===== src/rtl/control_fsm.sv =====
// Multicycle control unit: sequences fetch/decode/execute/memory/write-back and
// drives ALU select, datapath enables and a retired-instruction counter.
module control_fsm #(
  parameter int unsigned pCountWidth = 16
) (
  input  logic                   Clk,
  input  logic                   Rst_n,
  input  logic [3:0]             Opcode,
  input  logic                   Zero,
  input  logic                   MemReady,
  output logic                   ALUSelA,
  output logic [1:0]             ALUSelB,
  output logic [1:0]             ALUOp,
  output logic                   MemRead,
  output logic                   MemWrite,
  output logic                   IorD,
  output logic                   IRWrite,
  output logic                   PCEn,
  output logic [1:0]             PCSource,
  output logic                   RegWrite,
  output logic                   RegDst,
  output logic                   MemtoReg,
  output logic                   IllegalOp,
  output logic [pCountWidth-1:0] InstrCount
);

  localparam logic [3:0] OP_RTYPE = 4'h0;
  localparam logic [3:0] OP_ADDI  = 4'h1;
  localparam logic [3:0] OP_LW    = 4'h2;
  localparam logic [3:0] OP_SW    = 4'h3;
  localparam logic [3:0] OP_BEQ   = 4'h4;
  localparam logic [3:0] OP_J     = 4'h5;

  localparam logic [1:0] SELB_REG  = 2'b00;
  localparam logic [1:0] SELB_ONE  = 2'b01;
  localparam logic [1:0] SELB_IMM  = 2'b10;
  localparam logic [1:0] ALU_ADD   = 2'b00;
  localparam logic [1:0] ALU_SUB   = 2'b01;
  localparam logic [1:0] ALU_FUNCT = 2'b10;
  localparam logic [1:0] PC_ALU    = 2'b00;
  localparam logic [1:0] PC_ALUOUT = 2'b01;
  localparam logic [1:0] PC_JUMP   = 2'b10;

  typedef enum logic [3:0] {
    S_IDLE,
    S_FETCH,
    S_DECODE,
    S_EXEC_R,
    S_R_WB,
    S_EXEC_I,
    S_I_WB,
    S_MEM_RD,
    S_LD_WB,
    S_MEM_WR,
    S_BRANCH,
    S_JUMP
  } state_t;

  state_t state_q;
  state_t state_d;
  logic   retire_c;

  // State register
  always_ff @(posedge Clk or negedge Rst_n) begin
    if (!Rst_n) begin
      state_q <= S_IDLE;
    end else begin
      state_q <= state_d;
    end
  end

  // Next-state and control decode
  always_comb begin
    state_d   = state_q;
    ALUSelA   = 1'b0;
    ALUSelB   = SELB_REG;
    ALUOp     = ALU_ADD;
    MemRead   = 1'b0;
    MemWrite  = 1'b0;
    IorD      = 1'b0;
    IRWrite   = 1'b0;
    PCEn      = 1'b0;
    PCSource  = PC_ALU;
    RegWrite  = 1'b0;
    RegDst    = 1'b0;
    MemtoReg  = 1'b0;
    IllegalOp = 1'b0;
    retire_c  = 1'b0;

    unique case (state_q)
      S_IDLE: begin
        state_d = S_FETCH;
      end

      S_FETCH: begin
        MemRead = 1'b1;
        ALUSelB = SELB_ONE;
        if (MemReady) begin
          IRWrite = 1'b1;
          PCEn    = 1'b1;
          state_d = S_DECODE;
        end
      end

      // ALU speculatively forms the branch target while the opcode is decoded
      S_DECODE: begin
        ALUSelB = SELB_IMM;
        case (Opcode)
          OP_RTYPE:              state_d = S_EXEC_R;
          OP_ADDI, OP_LW, OP_SW: state_d = S_EXEC_I;
          OP_BEQ:                state_d = S_BRANCH;
          OP_J:                  state_d = S_JUMP;
          default: begin
            IllegalOp = 1'b1;
            state_d   = S_FETCH;
          end
        endcase
      end

      S_EXEC_R: begin
        ALUSelA = 1'b1;
        ALUOp   = ALU_FUNCT;
        state_d = S_R_WB;
      end

      S_R_WB: begin
        RegWrite = 1'b1;
        RegDst   = 1'b1;
        retire_c = 1'b1;
        state_d  = S_FETCH;
      end

      S_EXEC_I: begin
        ALUSelA = 1'b1;
        ALUSelB = SELB_IMM;
        case (Opcode)
          OP_LW:   state_d = S_MEM_RD;
          OP_SW:   state_d = S_MEM_WR;
          default: state_d = S_I_WB;
        endcase
      end

      S_I_WB: begin
        RegWrite = 1'b1;
        retire_c = 1'b1;
        state_d  = S_FETCH;
      end

      S_MEM_RD: begin
        MemRead = 1'b1;
        IorD    = 1'b1;
        if (MemReady) begin
          state_d = S_LD_WB;
        end
      end

      S_LD_WB: begin
        RegWrite = 1'b1;
        MemtoReg = 1'b1;
        retire_c = 1'b1;
        state_d  = S_FETCH;
      end

      S_MEM_WR: begin
        MemWrite = 1'b1;
        IorD     = 1'b1;
        if (MemReady) begin
          retire_c = 1'b1;
          state_d  = S_FETCH;
        end
      end

      S_BRANCH: begin
        ALUSelA  = 1'b1;
        ALUOp    = ALU_SUB;
        PCSource = PC_ALUOUT;
        PCEn     = Zero;
        retire_c = 1'b1;
        state_d  = S_FETCH;
      end

      S_JUMP: begin
        PCEn     = 1'b1;
        PCSource = PC_JUMP;
        retire_c = 1'b1;
        state_d  = S_FETCH;
      end

      default: begin
        state_d = S_IDLE;
      end
    endcase
  end

  // Retired-instruction counter, wraps naturally at all-ones
  always_ff @(posedge Clk or negedge Rst_n) begin
    if (!Rst_n) begin
      InstrCount <= '0;
    end else if (retire_c) begin
      InstrCount <= InstrCount + pCountWidth'(1);
    end
  end

  a_strobes_exclusive: assert property (@(posedge Clk) disable iff (!Rst_n)
    !(MemRead && MemWrite));

  a_irwrite_in_fetch: assert property (@(posedge Clk) disable iff (!Rst_n)
    IRWrite |-> (state_q == S_FETCH));

endmodule

===== config.mk =====
export PLATFORM = sky130hd
export DESIGN_NAME = control_fsm
export DESIGN_NICKNAME = d
export VERILOG_FILES = /design/src/rtl/control_fsm.sv
export SDC_FILE = /design/constraint.sdc
export NUM_CORES = 1
export LEC_CHECK = 0
export ABC_AREA = 0
export BUFFER_PORTS_ARGS = -buffer_cell sky130_fd_sc_hd__buf_2
export CAP_MARGIN = 40
export CELL_PAD_IN_SITES_DETAIL_PLACEMENT = 1
export CELL_PAD_IN_SITES_GLOBAL_PLACEMENT = 1
export CORE_MARGIN = 2
export CORE_UTILIZATION = 25
export DETAILED_ROUTE_END_ITERATION = 12
export PLACE_DENSITY = 0.67
export SYNTH_ARGS = -nofsm -noshare
export SYNTH_HDL_FRONTEND = slang
export SYNTH_SLANG_ARGS = --single-unit

===== constraint.sdc =====
create_clock -name Clk -period 1.6 [get_ports Clk]
set_clock_uncertainty 0.1 [all_clocks]
set_input_delay 0.32 -clock Clk [delete_from_list [all_inputs] [get_ports Clk]]
set_output_delay 0.32 -clock Clk [all_outputs]
set_load 0.05 [all_outputs]

Word-level counts from Yosys, hierarchy flattened:

Index checks and enable logic that the tools add are counted.
W data, S select, Z words.

* flip-flop bits (word level): 20
* bits in latches: 0
* RAM bits: 0
* ROM bits: 0
* memories: 0

* $add $sub $neg: 1
* multipliers: 0
* div/mod/pow operators: 0
* order comparisons: 0
* equal/unequal tests: 19
* shift operators: 0
* multiplexer cells: 22
* bitwise logic cells: 0
* reductions and logical operators: 12

Operators with widths (count)
* $pmux W4 S7: 1
* $eq A4 B3 Y1 const B: 6
* $add A16 B1 Y16 const B: 1
* $eq A4 B2 Y1 const B: 4
* $eq A4 B4 Y1 const B: 4
* $pmux W4 S4: 1
* $mux W4: 3
* $pmux W2 S2: 3
* $reduce_or A6 Y1: 2
* $mux W1: 11
* $reduce_or A3 Y1: 3
* $eq A4 B1 Y1 const B: 2
* $logic_not A4 Y1: 2
* $pmux W4 S2: 1
* $ne A2 B2 Y1 const B: 3
* $reduce_or A2 Y1: 3
* $reduce_or A5 Y1: 1
* $pmux W1 S3: 1
* $reduce_and A3 Y1: 1
* $pmux W1 S2: 1

Depth between registers and ports, before layout:

* depth after elaboration: 4
* gate-level depth with buffers: 5

Least setup slack after synthesis:

OpenSTA, ideal clock, no wires.

* path type: register -> output
* start point: register state_q[0]
* end point: output PCSource[0]
* data arrival time: 2.380 ns
* data required time: 1.180 ns
* path slack: -1.200 ns
* stages on the path, launching flop included: 5
* buffers on the path: 3
* cells stage by stage: dfrtp_1 > clkbuf_1 > clkbuf_1 > nor3b_1 > buf_4

* word-level cells in the longest chain between the ends: 2
* elaborated cells between the ends (all ways): 3
* classes of those cells: eq/ne (2); mux (1)

RTL lines
* start: declaration: RTL line 59 `state_t state_q;`
* start signal: assignment: RTL line 68 `state_q <= state_d;`
* $eq A4 B4 Y1: RTL line 90 `unique case (state_q)`
* $pmux W2 S2 *: RTL line 90
* end: declaration: RTL line 19 `output logic [1:0] PCSource,`

Every way passes the cells marked *; elsewhere a longest branch is shown, timed or not.

Worst setup path after layout:

* start point: register state_q[0]
* end point: output IllegalOp

* word-level cells in the longest chain between the ends: 2

RTL lines
* $eq A4 B2 Y1: RTL line 90
* $mux W1: RTL line 90
* end: declaration: RTL line 23 `output logic IllegalOp,`

No other way between the ends.

==> impl_metrics.env <==
export IMPL_fmax_ghz=0.5006
export IMPL_post_place_ws_ns=-0.4255
export IMPL_die_w_um=75.17
export IMPL_seq_area_frac_synth_pct=39.53
export IMPL_holdWs_ns=0.2944
export IMPL_cts_buffer_depth=2
export IMPL_hold_path_endpoint="state_q[0]"
export IMPL_syn_to_final_growth_pct=110.9
export IMPL_worstPathArrival_ns=1.58
export IMPL_die_y_um=75.17
export IMPL_crit_chain="or4b_4 -> nor2_4 -> buf_8"
export IMPL_clock_latency_ns=0.25
export IMPL_crit_type="flop to output port"
export IMPL_ys_top_cells_by_area="dfrtp_1, xnor2_1, nor2_1, nand2b_1, o32ai_2"
export IMPL_grt_overflow=0
export IMPL_grtUsageTotal_pct=16.33
export IMPL_crit_path_top_delay_cell="or4b_4"
export IMPL_tightestPinTransition_ns=0.4423
export IMPL_setup_tns_ns=-9.026
export IMPL_synth_edf_count=0
export IMPL_timing_rr_start="state_q[2]"
export IMPL_switching_share_pct=45.62
export IMPL_setup_ws_ns=-0.3976
export IMPL_synth_area_mm2=0.001266
export IMPL_busiest_layer="met2"
export IMPL_num_vias=1382
export IMPL_holdPathStages=3
export IMPL_worstSetupEndpointType="output port"
export IMPL_critPathLaunchType="flop"
export IMPL_slowest_delay_ns=0.63
export IMPL_cts_tree="done"
export IMPL_seqPwrFrac_pct=17.0
export IMPL_r2r_cells=8
export IMPL_synth_cells=133
export IMPL_pwr_share_comb_pct=72.7
export IMPL_finalSetupViolations=36
export IMPL_core_area_mm2=0.004817
export IMPL_vdd_drop_max_v=0.001175
export IMPL_violations="setup timing"
export IMPL_drcViolationCount=0
export IMPL_critical_path_top_delay_family="simple AND/OR/NAND/NOR gates"
export IMPL_p_leak_uw=0.001210
export IMPL_post_drt_wl_per_cell_um=15.73
export IMPL_status="finished with violations"
export IMPL_path_clk_slew_ns=0.07
export IMPL_grt_pass1_wl_um=7113
export IMPL_grt_pass1_vias=1466
export IMPL_diodes=0
export IMPL_cap_viol_max_count=0
export IMPL_grt_max_degree=21
export IMPL_fin_crit_ns=1.998
export IMPL_period_share_pct=124.9
export IMPL_syn_nets=142
export IMPL_ioPinCount=40
export IMPL_synth_most_common_cell="dfrtp_1"
export IMPL_max_slew_margin_rel_pct=70.51
export IMPL_yosys_warnings=0
export IMPL_fillers=540
export IMPL_cts_sinks=20
export IMPL_power_per_cell_area_mw_per_mm2=1771
export IMPL_reg2reg_slack_ns=-0.34
export IMPL_die_area_mm2=0.005650
export IMPL_final_nets=231
export IMPL_numCtsBuffers=3
export IMPL_rows=25
export IMPL_cts_root_buf="clkbuf_8"
export IMPL_hold_viol_final=0
export IMPL_routed_via_density=4.799
export IMPL_synth_top_area_share_pct=39.53
export IMPL_drt_initial_drc_count=25
export IMPL_hp_start="Opcode[1]"
export IMPL_use_met2_pct=32.36
export IMPL_synth_flop_cell="dfrtp_1"
export IMPL_dp_hpwl_um=3091
export IMPL_routed_wl_um=4530
export IMPL_maxSlewViolCount=0
export IMPL_rsz0062_at_grt="yes"
export IMPL_grt_util_met1_pct=18.81
export IMPL_r2r_end="InstrCount[5]"
export IMPL_syn_avg_cell_area_um2=9.520
export IMPL_p_switching_uw=2158
export IMPL_htreeDepth=1
export IMPL_crit_buf_inv=1
export IMPL_async_flop_share_pct=100.0
export IMPL_critical_path_required_ns=1.18
export IMPL_synthTopCellsByCount="dfrtp_1, xnor2_1, nor2_1"
export IMPL_ys_ff_latch=20
export IMPL_drtAntennaViolNets=0
export IMPL_p_int_uw=2572
export IMPL_pwr_share_clk_pct=10.3
export IMPL_drive_gt1_share_pct=74.21
export IMPL_gp_congestion=0.7807
export IMPL_fin_util_pct=55.43
export IMPL_initial_core_util_pct=26.29
export IMPL_hp_class="input port to flop"
export IMPL_yosys_area_top_type="dfrtp_1"
export IMPL_portBuffers=39
export IMPL_grtUsageMet3_pct=1.339
export IMPL_synthDistinctLibCells=39
export IMPL_worstPathMaxFanout=4
export IMPL_antenna_found_initial=0
export IMPL_drtPass1Iterations=2
[repair_timing]
item,CTS,global route
hold endpoints to repair,20,0
pin swaps,23,20
endpoints found under the setup margin,35,35
hold buffers,1,0
resized for setup,77,36
buffers inserted,16,13
[per-layer routing]
layer / wire length (um) / share of wire (%)
met5: 0 / 0
met4: 44 / 0.97
met3: 119 / 2.6
met2: 2611 / 58
met1: 1755 / 39
[power by group through the flow]
stage / Combinational (uW) / Sequential, uW / Clock (uW)
global route: 3630 / 826 / 525
floorplan: 1530 / 1000 / 0
CTS: 3130 / 789 / 504
finish: 3440 / 803 / 488
global placement: 2310 / 765 / 0
detailed placement: 2370 / 786 / 0
[stage by stage]
step / total power, uW / std cells / cell area (um^2)
finish: 4730 / 288 / 2670
global route: 4985 / 288 / 2670
CTS: 4423 / 276 / 2394
detailed placement: 3154 / 255 / 1871
global placement: 3071 / 255 / 1871
floorplan: 2539 / 133 / 1494
[flip-flops by register name, summed over array words and instances, names as in the netlist]
signal      flops
InstrCount     16
state_q         4
[how the worst max path moves through the flow]
stage	startpoint	endpoint	slack [ns]	depth (start not counted)
finish	state_q[0]	IllegalOp	-0.40	3
global route	state_q[0]	IllegalOp	-0.45	3
CTS	state_q[3]	IllegalOp	-0.40	3
detailed placement	state_q[1]	state_q[1]	-0.43	5
global placement	state_q[3]	state_q[1]	-0.30	5
floorplan	state_q[3]	IRWrite	-0.32	3
[cells by family after synthesis]
logic type | synth area share [%]
buf+inv | 3.262
simple gates | 27.67
fa+ha+maj | 0.9880
flops | 39.53
mux | 0.8893
compound gates | 15.91
xor+xnor | 11.76
[worst min-delay path: stages]
cell and delay (ns):
buf_2 0.15, o21ai_2 0.07, a22oi_1 0.06
[layout make-up]
class	count	area [um^2]	share of cell area (%)
Inverter	2	7.507	0.2812
Tap cell	67	83.83	3.140
Clock buffer	3	41.29	1.546
Multi-Input combinational cell	103	1152	43.16
Timing Repair Buffer	92	844.6	31.63
Clock inverter	1	30.03	1.125
Sequential cell	20	510.5	19.12
[layout by cell type (no fill, tap or decap), types with 2 or more instances in the layout]
| master | Yosys | routed |
|---|---|---|
| dfrtp_2 | 0 | 8 |
| nand2b_4 | 0 | 5 |
| o211ai_1 | 2 | 2 |
| dfrtp_1 | 20 | 12 |
| nand3_2 | 0 | 3 |
| buf_8 | 0 | 7 |
| o31ai_1 | 2 | 2 |
| o21ai_2 | 0 | 2 |
| and2_4 | 0 | 2 |
| buf_12 | 0 | 5 |
| nor2_1 | 13 | 4 |
| nand3b_1 | 2 | 2 |
| buf_6 | 0 | 25 |
| nor2_4 | 0 | 7 |
| and4_1 | 2 | 2 |
| nand4_1 | 4 | 4 |
| nand2_1 | 7 | 2 |
| xnor2_2 | 0 | 7 |
| nor3_4 | 0 | 4 |
| o32ai_4 | 0 | 2 |
| buf_2 | 0 | 23 |
| clkbuf_8 | 0 | 3 |
| a21oi_1 | 5 | 4 |
| and3_1 | 3 | 3 |
| nor2_2 | 0 | 2 |
| nor2b_2 | 0 | 2 |
| nand2_4 | 0 | 5 |
| xnor2_1 | 15 | 8 |
| nand3_4 | 0 | 3 |
| buf_4 | 1 | 31 |
(Power assumes the default switching activity.)
